<file path="src/rtl/ex_stage.sv">
// ---------------------------------------------------------------------------
// ex_stage -- execute stage of the 5-stage RV32 pipeline.
//
// Selects forwarded operands, evaluates the single-cycle ALU, runs an
// iterative shift-add multiplier for MUL/MULHU, resolves conditional
// branches, and registers everything into the EX/MEM pipeline register.
//
// Ports
//   clk, rst               clock (rising edge), synchronous active-high reset
//   id_ex_*                ID/EX register contents (operands, imm, control)
//   forwardA, forwardB     operand source: 00 regfile, 01 EX/MEM, 10 MEM/WB,
//                          11 behaves as 00
//   mem_wb_fwd_data        MEM/WB writeback value used for forwarding
//   mem_stall              MEM cannot accept: hold EX/MEM and the multiplier
//   flush                  squash the instruction in EX (aborts a multiply)
//   ex_busy                combinational; upstream holds IF/ID and ID/EX
//   ex_mem_*               registered EX/MEM contents
// ---------------------------------------------------------------------------
module ex_stage #(
    parameter int MUL_CYCLES = 4
) (
    input  logic        clk,
    input  logic        rst,
    input  logic        id_ex_valid,
    input  logic [31:0] id_ex_pc,
    input  logic [31:0] id_ex_rs1_data,
    input  logic [31:0] id_ex_rs2_data,
    input  logic [31:0] id_ex_imm,
    input  logic        id_ex_alu_src,
    input  logic [3:0]  id_ex_alu_op,
    input  logic        id_ex_branch,
    input  logic [2:0]  id_ex_funct3,
    input  logic [4:0]  id_ex_rd,
    input  logic        id_ex_reg_write,
    input  logic        id_ex_mem_read,
    input  logic        id_ex_mem_write,
    input  logic        id_ex_mem_to_reg,
    input  logic [1:0]  forwardA,
    input  logic [1:0]  forwardB,
    input  logic [31:0] mem_wb_fwd_data,
    input  logic        mem_stall,
    input  logic        flush,
    output logic        ex_busy,
    output logic        ex_mem_valid,
    output logic        ex_mem_reg_write,
    output logic        ex_mem_mem_read,
    output logic        ex_mem_mem_write,
    output logic        ex_mem_mem_to_reg,
    output logic [31:0] ex_mem_alu_result,
    output logic [31:0] ex_mem_store_data,
    output logic [4:0]  ex_mem_rd,
    output logic        ex_mem_branch_taken,
    output logic [31:0] ex_mem_branch_target
);

    // Multiplier bits retired per RUN cycle.
    localparam int SLICE = 32 / MUL_CYCLES;
    localparam int CNT_W = (MUL_CYCLES > 1) ? $clog2(MUL_CYCLES) : 1;

    localparam logic [3:0] OP_ADD   = 4'b0000;
    localparam logic [3:0] OP_SUB   = 4'b0001;
    localparam logic [3:0] OP_AND   = 4'b0010;
    localparam logic [3:0] OP_OR    = 4'b0011;
    localparam logic [3:0] OP_XOR   = 4'b0100;
    localparam logic [3:0] OP_SLL   = 4'b0101;
    localparam logic [3:0] OP_SRL   = 4'b0110;
    localparam logic [3:0] OP_SRA   = 4'b0111;
    localparam logic [3:0] OP_SLT   = 4'b1000;
    localparam logic [3:0] OP_SLTU  = 4'b1001;
    localparam logic [3:0] OP_MUL   = 4'b1010;
    localparam logic [3:0] OP_MULHU = 4'b1011;
    localparam logic [3:0] OP_PASSB = 4'b1100;

    typedef enum logic [1:0] {
        S_IDLE = 2'd0,
        S_RUN  = 2'd1,
        S_DONE = 2'd2
    } mul_state_t;

    mul_state_t        state_q, state_d;
    logic [CNT_W-1:0]  cnt_q, cnt_d;
    logic [63:0]       acc_q, acc_d;
    logic [63:0]       mcand_q, mcand_d;
    logic [31:0]       mplier_q, mplier_d;

    logic        valid_q, valid_d;
    logic        reg_write_q, reg_write_d;
    logic        mem_read_q, mem_read_d;
    logic        mem_write_q, mem_write_d;
    logic        mem_to_reg_q, mem_to_reg_d;
    logic [31:0] result_q, result_d;
    logic [31:0] store_q, store_d;
    logic [4:0]  rd_q, rd_d;
    logic        taken_q, taken_d;
    logic [31:0] target_q, target_d;

    logic signed [31:0] opa, fwdb, opb;
    logic [4:0]         shamt;
    logic [31:0]        alu_res;
    logic               is_mul;
    logic               br_cond;
    logic [63:0]        partial;

    // Operand selection; 11 on either select falls back to the regfile.
    always_comb begin
        case (forwardA)
            2'b01:   opa = ex_mem_alu_result;
            2'b10:   opa = mem_wb_fwd_data;
            default: opa = id_ex_rs1_data;
        endcase
        case (forwardB)
            2'b01:   fwdb = ex_mem_alu_result;
            2'b10:   fwdb = mem_wb_fwd_data;
            default: fwdb = id_ex_rs2_data;
        endcase
        opb = id_ex_alu_src ? id_ex_imm : fwdb;
    end

    assign shamt  = opb[4:0];
    assign is_mul = (id_ex_alu_op == OP_MUL) || (id_ex_alu_op == OP_MULHU);

    // Single-cycle ALU. Multiply results are only meaningful in DONE,
    // which is the only state in which a mul-op is actually captured.
    always_comb begin
        alu_res = 32'd0;
        case (id_ex_alu_op)
            OP_ADD:   alu_res = opa + opb;
            OP_SUB:   alu_res = opa - opb;
            OP_AND:   alu_res = opa & opb;
            OP_OR:    alu_res = opa | opb;
            OP_XOR:   alu_res = opa ^ opb;
            OP_SLL:   alu_res = opa << shamt;
            OP_SRL:   alu_res = $unsigned(opa) >> shamt;
            OP_SRA:   alu_res = opa >>> shamt;
            OP_SLT:   alu_res = {31'd0, (opa < opb)};
            OP_SLTU:  alu_res = {31'd0, ($unsigned(opa) < $unsigned(opb))};
            OP_PASSB: alu_res = opb;
            OP_MUL:   alu_res = (state_q == S_DONE) ? acc_q[31:0]  : 32'd0;
            OP_MULHU: alu_res = (state_q == S_DONE) ? acc_q[63:32] : 32'd0;
            default:  alu_res = 32'd0;
        endcase
    end

    // Branch condition always compares against forwarded rs2, never imm.
    always_comb begin
        br_cond = 1'b0;
        case (id_ex_funct3)
            3'b000:  br_cond = (opa == fwdb);
            3'b001:  br_cond = (opa != fwdb);
            3'b100:  br_cond = (opa <  fwdb);
            3'b101:  br_cond = (opa >= fwdb);
            3'b110:  br_cond = ($unsigned(opa) <  $unsigned(fwdb));
            3'b111:  br_cond = ($unsigned(opa) >= $unsigned(fwdb));
            default: br_cond = 1'b0;
        endcase
    end

    // Partial product for the low SLICE bits of the remaining multiplier.
    // The multiplicand is pre-shifted so the slice lands at its weight.
    always_comb begin
        partial = 64'd0;
        for (int k = 0; k < SLICE; k++) begin
            if (mplier_q[k]) begin
                partial = partial + (mcand_q << k);
            end
        end
    end

    // DONE deliberately drops busy so the product is captured and the
    // upstream stages advance on the same edge.
    assign ex_busy = ((state_q == S_IDLE) && id_ex_valid && is_mul && !flush)
                   || (state_q == S_RUN);

    always_comb begin
        state_d      = state_q;
        cnt_d        = cnt_q;
        acc_d        = acc_q;
        mcand_d      = mcand_q;
        mplier_d     = mplier_q;
        valid_d      = valid_q;
        reg_write_d  = reg_write_q;
        mem_read_d   = mem_read_q;
        mem_write_d  = mem_write_q;
        mem_to_reg_d = mem_to_reg_q;
        result_d     = result_q;
        store_d      = store_q;
        rd_d         = rd_q;
        taken_d      = taken_q;
        target_d     = target_q;

        if (flush) begin
            state_d      = S_IDLE;
            valid_d      = 1'b0;
            reg_write_d  = 1'b0;
            mem_read_d   = 1'b0;
            mem_write_d  = 1'b0;
            mem_to_reg_d = 1'b0;
            result_d     = 32'd0;
            store_d      = 32'd0;
            rd_d         = 5'd0;
            taken_d      = 1'b0;
            target_d     = 32'd0;
        end else if (!mem_stall) begin
            case (state_q)
                S_IDLE: begin
                    // Operands are latched once; forward sources may move
                    // while the multiply is in flight.
                    if (id_ex_valid && is_mul) begin
                        state_d  = S_RUN;
                        cnt_d    = '0;
                        acc_d    = 64'd0;
                        mcand_d  = {32'd0, opa};
                        mplier_d = opb;
                    end
                end
                S_RUN: begin
                    acc_d    = acc_q + partial;
                    mcand_d  = mcand_q << SLICE;
                    mplier_d = mplier_q >> SLICE;
                    cnt_d    = cnt_q + CNT_W'(1);
                    if (cnt_q == CNT_W'(MUL_CYCLES - 1)) begin
                        state_d = S_DONE;
                    end
                end
                S_DONE: begin
                    state_d = S_IDLE;
                end
                default: begin
                    state_d = S_IDLE;
                end
            endcase

            if (ex_busy) begin
                valid_d      = 1'b0;
                reg_write_d  = 1'b0;
                mem_read_d   = 1'b0;
                mem_write_d  = 1'b0;
                mem_to_reg_d = 1'b0;
                result_d     = 32'd0;
                store_d      = 32'd0;
                rd_d         = 5'd0;
                taken_d      = 1'b0;
                target_d     = 32'd0;
            end else begin
                valid_d      = id_ex_valid;
                reg_write_d  = id_ex_valid & id_ex_reg_write;
                mem_read_d   = id_ex_valid & id_ex_mem_read;
                mem_write_d  = id_ex_valid & id_ex_mem_write;
                mem_to_reg_d = id_ex_valid & id_ex_mem_to_reg;
                result_d     = alu_res;
                store_d      = fwdb;
                rd_d         = id_ex_rd;
                taken_d      = id_ex_branch & id_ex_valid & br_cond;
                target_d     = id_ex_pc + id_ex_imm;
            end
        end
    end

    always_ff @(posedge clk) begin
        if (rst) begin
            state_q      <= S_IDLE;
            cnt_q        <= '0;
            acc_q        <= 64'd0;
            mcand_q      <= 64'd0;
            mplier_q     <= 32'd0;
            valid_q      <= 1'b0;
            reg_write_q  <= 1'b0;
            mem_read_q   <= 1'b0;
            mem_write_q  <= 1'b0;
            mem_to_reg_q <= 1'b0;
            result_q     <= 32'd0;
            store_q      <= 32'd0;
            rd_q         <= 5'd0;
            taken_q      <= 1'b0;
            target_q     <= 32'd0;
        end else begin
            state_q      <= state_d;
            cnt_q        <= cnt_d;
            acc_q        <= acc_d;
            mcand_q      <= mcand_d;
            mplier_q     <= mplier_d;
            valid_q      <= valid_d;
            reg_write_q  <= reg_write_d;
            mem_read_q   <= mem_read_d;
            mem_write_q  <= mem_write_d;
            mem_to_reg_q <= mem_to_reg_d;
            result_q     <= result_d;
            store_q      <= store_d;
            rd_q         <= rd_d;
            taken_q      <= taken_d;
            target_q     <= target_d;
        end
    end

    assign ex_mem_valid         = valid_q;
    assign ex_mem_reg_write     = reg_write_q;
    assign ex_mem_mem_read      = mem_read_q;
    assign ex_mem_mem_write     = mem_write_q;
    assign ex_mem_mem_to_reg    = mem_to_reg_q;
    assign ex_mem_alu_result    = result_q;
    assign ex_mem_store_data    = store_q;
    assign ex_mem_rd            = rd_q;
    assign ex_mem_branch_taken  = taken_q;
    assign ex_mem_branch_target = target_q;

endmodule

</file>
<file path="config.mk">
export PLATFORM = sky130hd
export DESIGN_NAME = ex_stage
export DESIGN_NICKNAME = d
export VERILOG_FILES = /design/src/rtl/ex_stage.sv
export SDC_FILE = /design/constraint.sdc
export NUM_CORES = 2
export LEC_CHECK = 0
export CORE_MARGIN = 1.5
export CORE_UTILIZATION = 55
export CTS_BUF_LIST = sky130_fd_sc_hd__clkbuf_8
export DETAILED_ROUTE_END_ITERATION = 7
export PLACE_DENSITY = 0.74
export SLEW_MARGIN = 15
export SYNTH_ARGS = -nofsm -noshare
export SYNTH_HDL_FRONTEND = slang
export SYNTH_SLANG_ARGS = --single-unit
</file>
<file path="constraint.sdc">
create_clock -name clk -period 46.1 [get_ports clk]
set_clock_uncertainty 0.1 [all_clocks]
set_input_delay 9.22 -clock clk [delete_from_list [all_inputs] [get_ports clk]]
set_output_delay 9.22 -clock clk [all_outputs]
set_load 0.005 [all_outputs]
</file>
==> flow_metrics.env <==
export IMPL_numCtsBuffers=50
export IMPL_rows=116
export IMPL_clockBufferDepth=3
export IMPL_status="complete, but fails checks"
export IMPL_slew_headroom_pct=10.8
export IMPL_syn_num_nets=8957
export IMPL_drv_cap=0
export IMPL_antenna_left=0
export IMPL_critical_path_class="input port to primary output"
export IMPL_clk_pin_slew_worst_paths_ns=0.06
export IMPL_drt_pass1_iterations=8
export IMPL_yosysWarnings=0
export IMPL_drt_vias_per_instance=6.91
export IMPL_drive_above_1_share_pct=6.41
export IMPL_drv_slew=0
export IMPL_die_w_um=320
export IMPL_fmaxAchievable_mhz=46.8
export IMPL_irDropWorstVdd_v=0.0000292
export IMPL_avgRoutedWirePerCell_um=26.2
export IMPL_setup_viol=0
export IMPL_syn_avg_cell_area_um2=6.84
export IMPL_vias=65500
export IMPL_post_cts_resize_count=0
export IMPL_hold_viol_final=0
export IMPL_leakage_nw=28.0
export IMPL_syn_instance_count=8097
export IMPL_switchingPower_w=0.000381
export IMPL_cp_max_fo=43
export IMPL_grt_pass1_vias=61200
export IMPL_worst_pin_slew_ns=1.34
export IMPL_cts_setup_buffers=0
export IMPL_clkLatencyLatePin_ns=0.75
export IMPL_area_growth_syn_to_layout_pct=9.62
export IMPL_rsz0062_at_grt="no"
export IMPL_dieArea_um2=103000
export IMPL_numClockSinks=271
export IMPL_seq_area_frac_synth_pct=9.80
export IMPL_fin_crit_sh_pct=46.4
export IMPL_ys_flop_type="dfxtp_1"
export IMPL_core_area_um2=99900
export IMPL_portBuffers=294
export IMPL_dpl_worst_slack_ns=24.83
export IMPL_setup_ws_ns=24.73
export IMPL_num_io_pins=295
export IMPL_gp_congestion=1.12
export IMPL_fp_dieH_um=320
export IMPL_ys_ff_latch=271
export IMPL_setup_tns_ns=0
export IMPL_cts_tree="done"
export IMPL_failed_checks="design-rule violations"
export IMPL_min_period_ns=21.37
export IMPL_crit_path_end_kind="primary output"
export IMPL_pwr_share_clk_pct=30.6
export IMPL_grt_max_degree=181
export IMPL_grtUsageTotal_pct=46.3
export IMPL_grt_pass1_wl_mm=368
export IMPL_required_ns=36.78
export IMPL_drt_iter0_markers=7261
export IMPL_comb_power_share_pct=41.8
export IMPL_wl_mm=249
export IMPL_drcViolationCount=2
export IMPL_start_util_pct=55.4
export IMPL_synthDistinctLibCells=103
export IMPL_reg_top3="acc_q (64), mcand_q (64)"
export IMPL_cts_root_buf="clkbuf_8"
export IMPL_swShare_pct=42.9
export IMPL_cp_arrival_ns=12.05
export IMPL_finalNetCount=9001
export IMPL_hold_buffers=0
export IMPL_synthArstFlopShare_pct=0
export IMPL_hpwl_mm=193
export IMPL_p_per_area_nw_per_um2=14.6
export IMPL_pwr_share_seq_pct=27.6
export IMPL_antenna_found_initial=12
export IMPL_p_int_w=0.000507
export IMPL_start_kind="input port"
export IMPL_min_path_type="register to register"
export IMPL_grt_overflow_total=0
export IMPL_synth_edf_count=0
export IMPL_syn_cell_area_um2=55400
export IMPL_htreeDepth=2
[stage by stage]
stage                     power (W)  hold slack, ns  util, %  area, um2  std cells
final                      0.000888           0.352     60.8      60700       9487
after CTS                  0.000868           0.355     60.7      60600       9477
after global routing       0.000913           0.380     60.8      60700       9481
after detailed placement   0.000599           0.349     59.6      59500       9385
after global placement     0.000597           0.341     59.6      59500       9385
after floorplan            0.000462           0.332        -      55400       8097
[per-layer routing]
| metal | global-route usage (%) | up-vias | share of wire (%) |
|---|---|---|---|
| met1 | 54.2 | 30400 | 37 |
| met3 | 9.86 | 1059 | 10 |
| met5 | 0 | - | 0.018 |
| met4 | 38.2 | 8 | 9.7 |
| met2 | 72.8 | 3998 | 43 |
| li1 | - | 30100 | - |
[cell usage after synthesis (all sizes together) (149+ instances only)]
library cell	instances	share of area, %
mux2	149	3.0
xor2	150	2.4
a21oi	925	8.4
nor3	171	1.6
a22oi	153	2.1
dfxtp	271	9.8
nor2	814	5.5
clkbuf	410	2.8
nand3	171	1.5
nand2	766	5.2
inv	307	2.1
a21o	348	4.7
ha	662	15
o21ai	624	5.7
xnor2	293	4.6
[cells in the final DEF (no fill, tap or decap), types with 51 or more instances in the layout]
cell type and n:
a21oi_1 923, a31oi_1 109, a211oi_1 126, nand2b_1 93
and2_1 90, o21ai_0 591, nand4_1 110, nor2_1 808
mux2_2 146, and3_1 55, o211ai_1 57, clkbuf_8 68
nand3_1 171, dfxtp_1 263, buf_4 176, clkdlybuf4s50_1 291
nor3_1 167, ha_1 662, o21a_1 108, a22oi_1 153
nand2_1 764, inv_1 316, a221o_1 70, o31ai_1 51
nor2b_1 91, mux2i_1 55, xor2_1 150, o21bai_1 112
a21o_1 348, xnor2_1 293
[power groups by stage]
stage                     Clock (W)  Combinational (W)  Sequential, W
after floorplan                   0           0.000214       0.000248
after global placement            0           0.000347       0.000250
after detailed placement          0           0.000349       0.000250
after CTS                  0.000272           0.000351       0.000245
after global routing       0.000278           0.000389       0.000245
final                      0.000271           0.000371       0.000245
[final cells by class]
type | count | area, um2
multi-input combinational | 7037 | 47100
fill | 9551 | 39200
sequential | 271 | 5440
timing repair buffer | 470 | 4270
tap | 1298 | 1620
inverter | 311 | 1170
clock buffer | 68 | 936
clock inverter | 24 | 176
antenna | 8 | 20.0
[final timing paths]
check | start | to | slack [ns] | depth (start not counted)
hold reg to reg | mcand_q[63] | mcand_q[63] | 0.35 | 2
hold / removal | mcand_q[63] | mcand_q[63] | 0.35 | 2
setup reg to reg | mplier_q[0] | acc_q[63] | 24.89 | 81
setup / recovery | id_ex_alu_op[3] | ex_busy | 24.73 | 8
[critical path, cell delays in order]
cell,delay [ns]
clkdlybuf4s50_1,0.73
nor2b_1,0.47
nand3_1,0.27
nor2_1,0.18
nor2_1,0.08
nor2_4,0.08
buf_4,0.42
clkdlybuf4s50_1,0.60
[logic make-up after synthesis]
kind of cell	Yosys count	synth area share [%]
AO/OA/AOI/OAI	3159	37.0
multiplexers	204	4.04
AND/OR/NAND/NOR	2556	21.3
flip-flops	271	9.80
buffers and inverters	789	5.40
adder cells (fa/ha/maj)	674	15.4
XOR/XNOR	444	7.05
No activity file was read; power rests on OpenSTA's default activity.
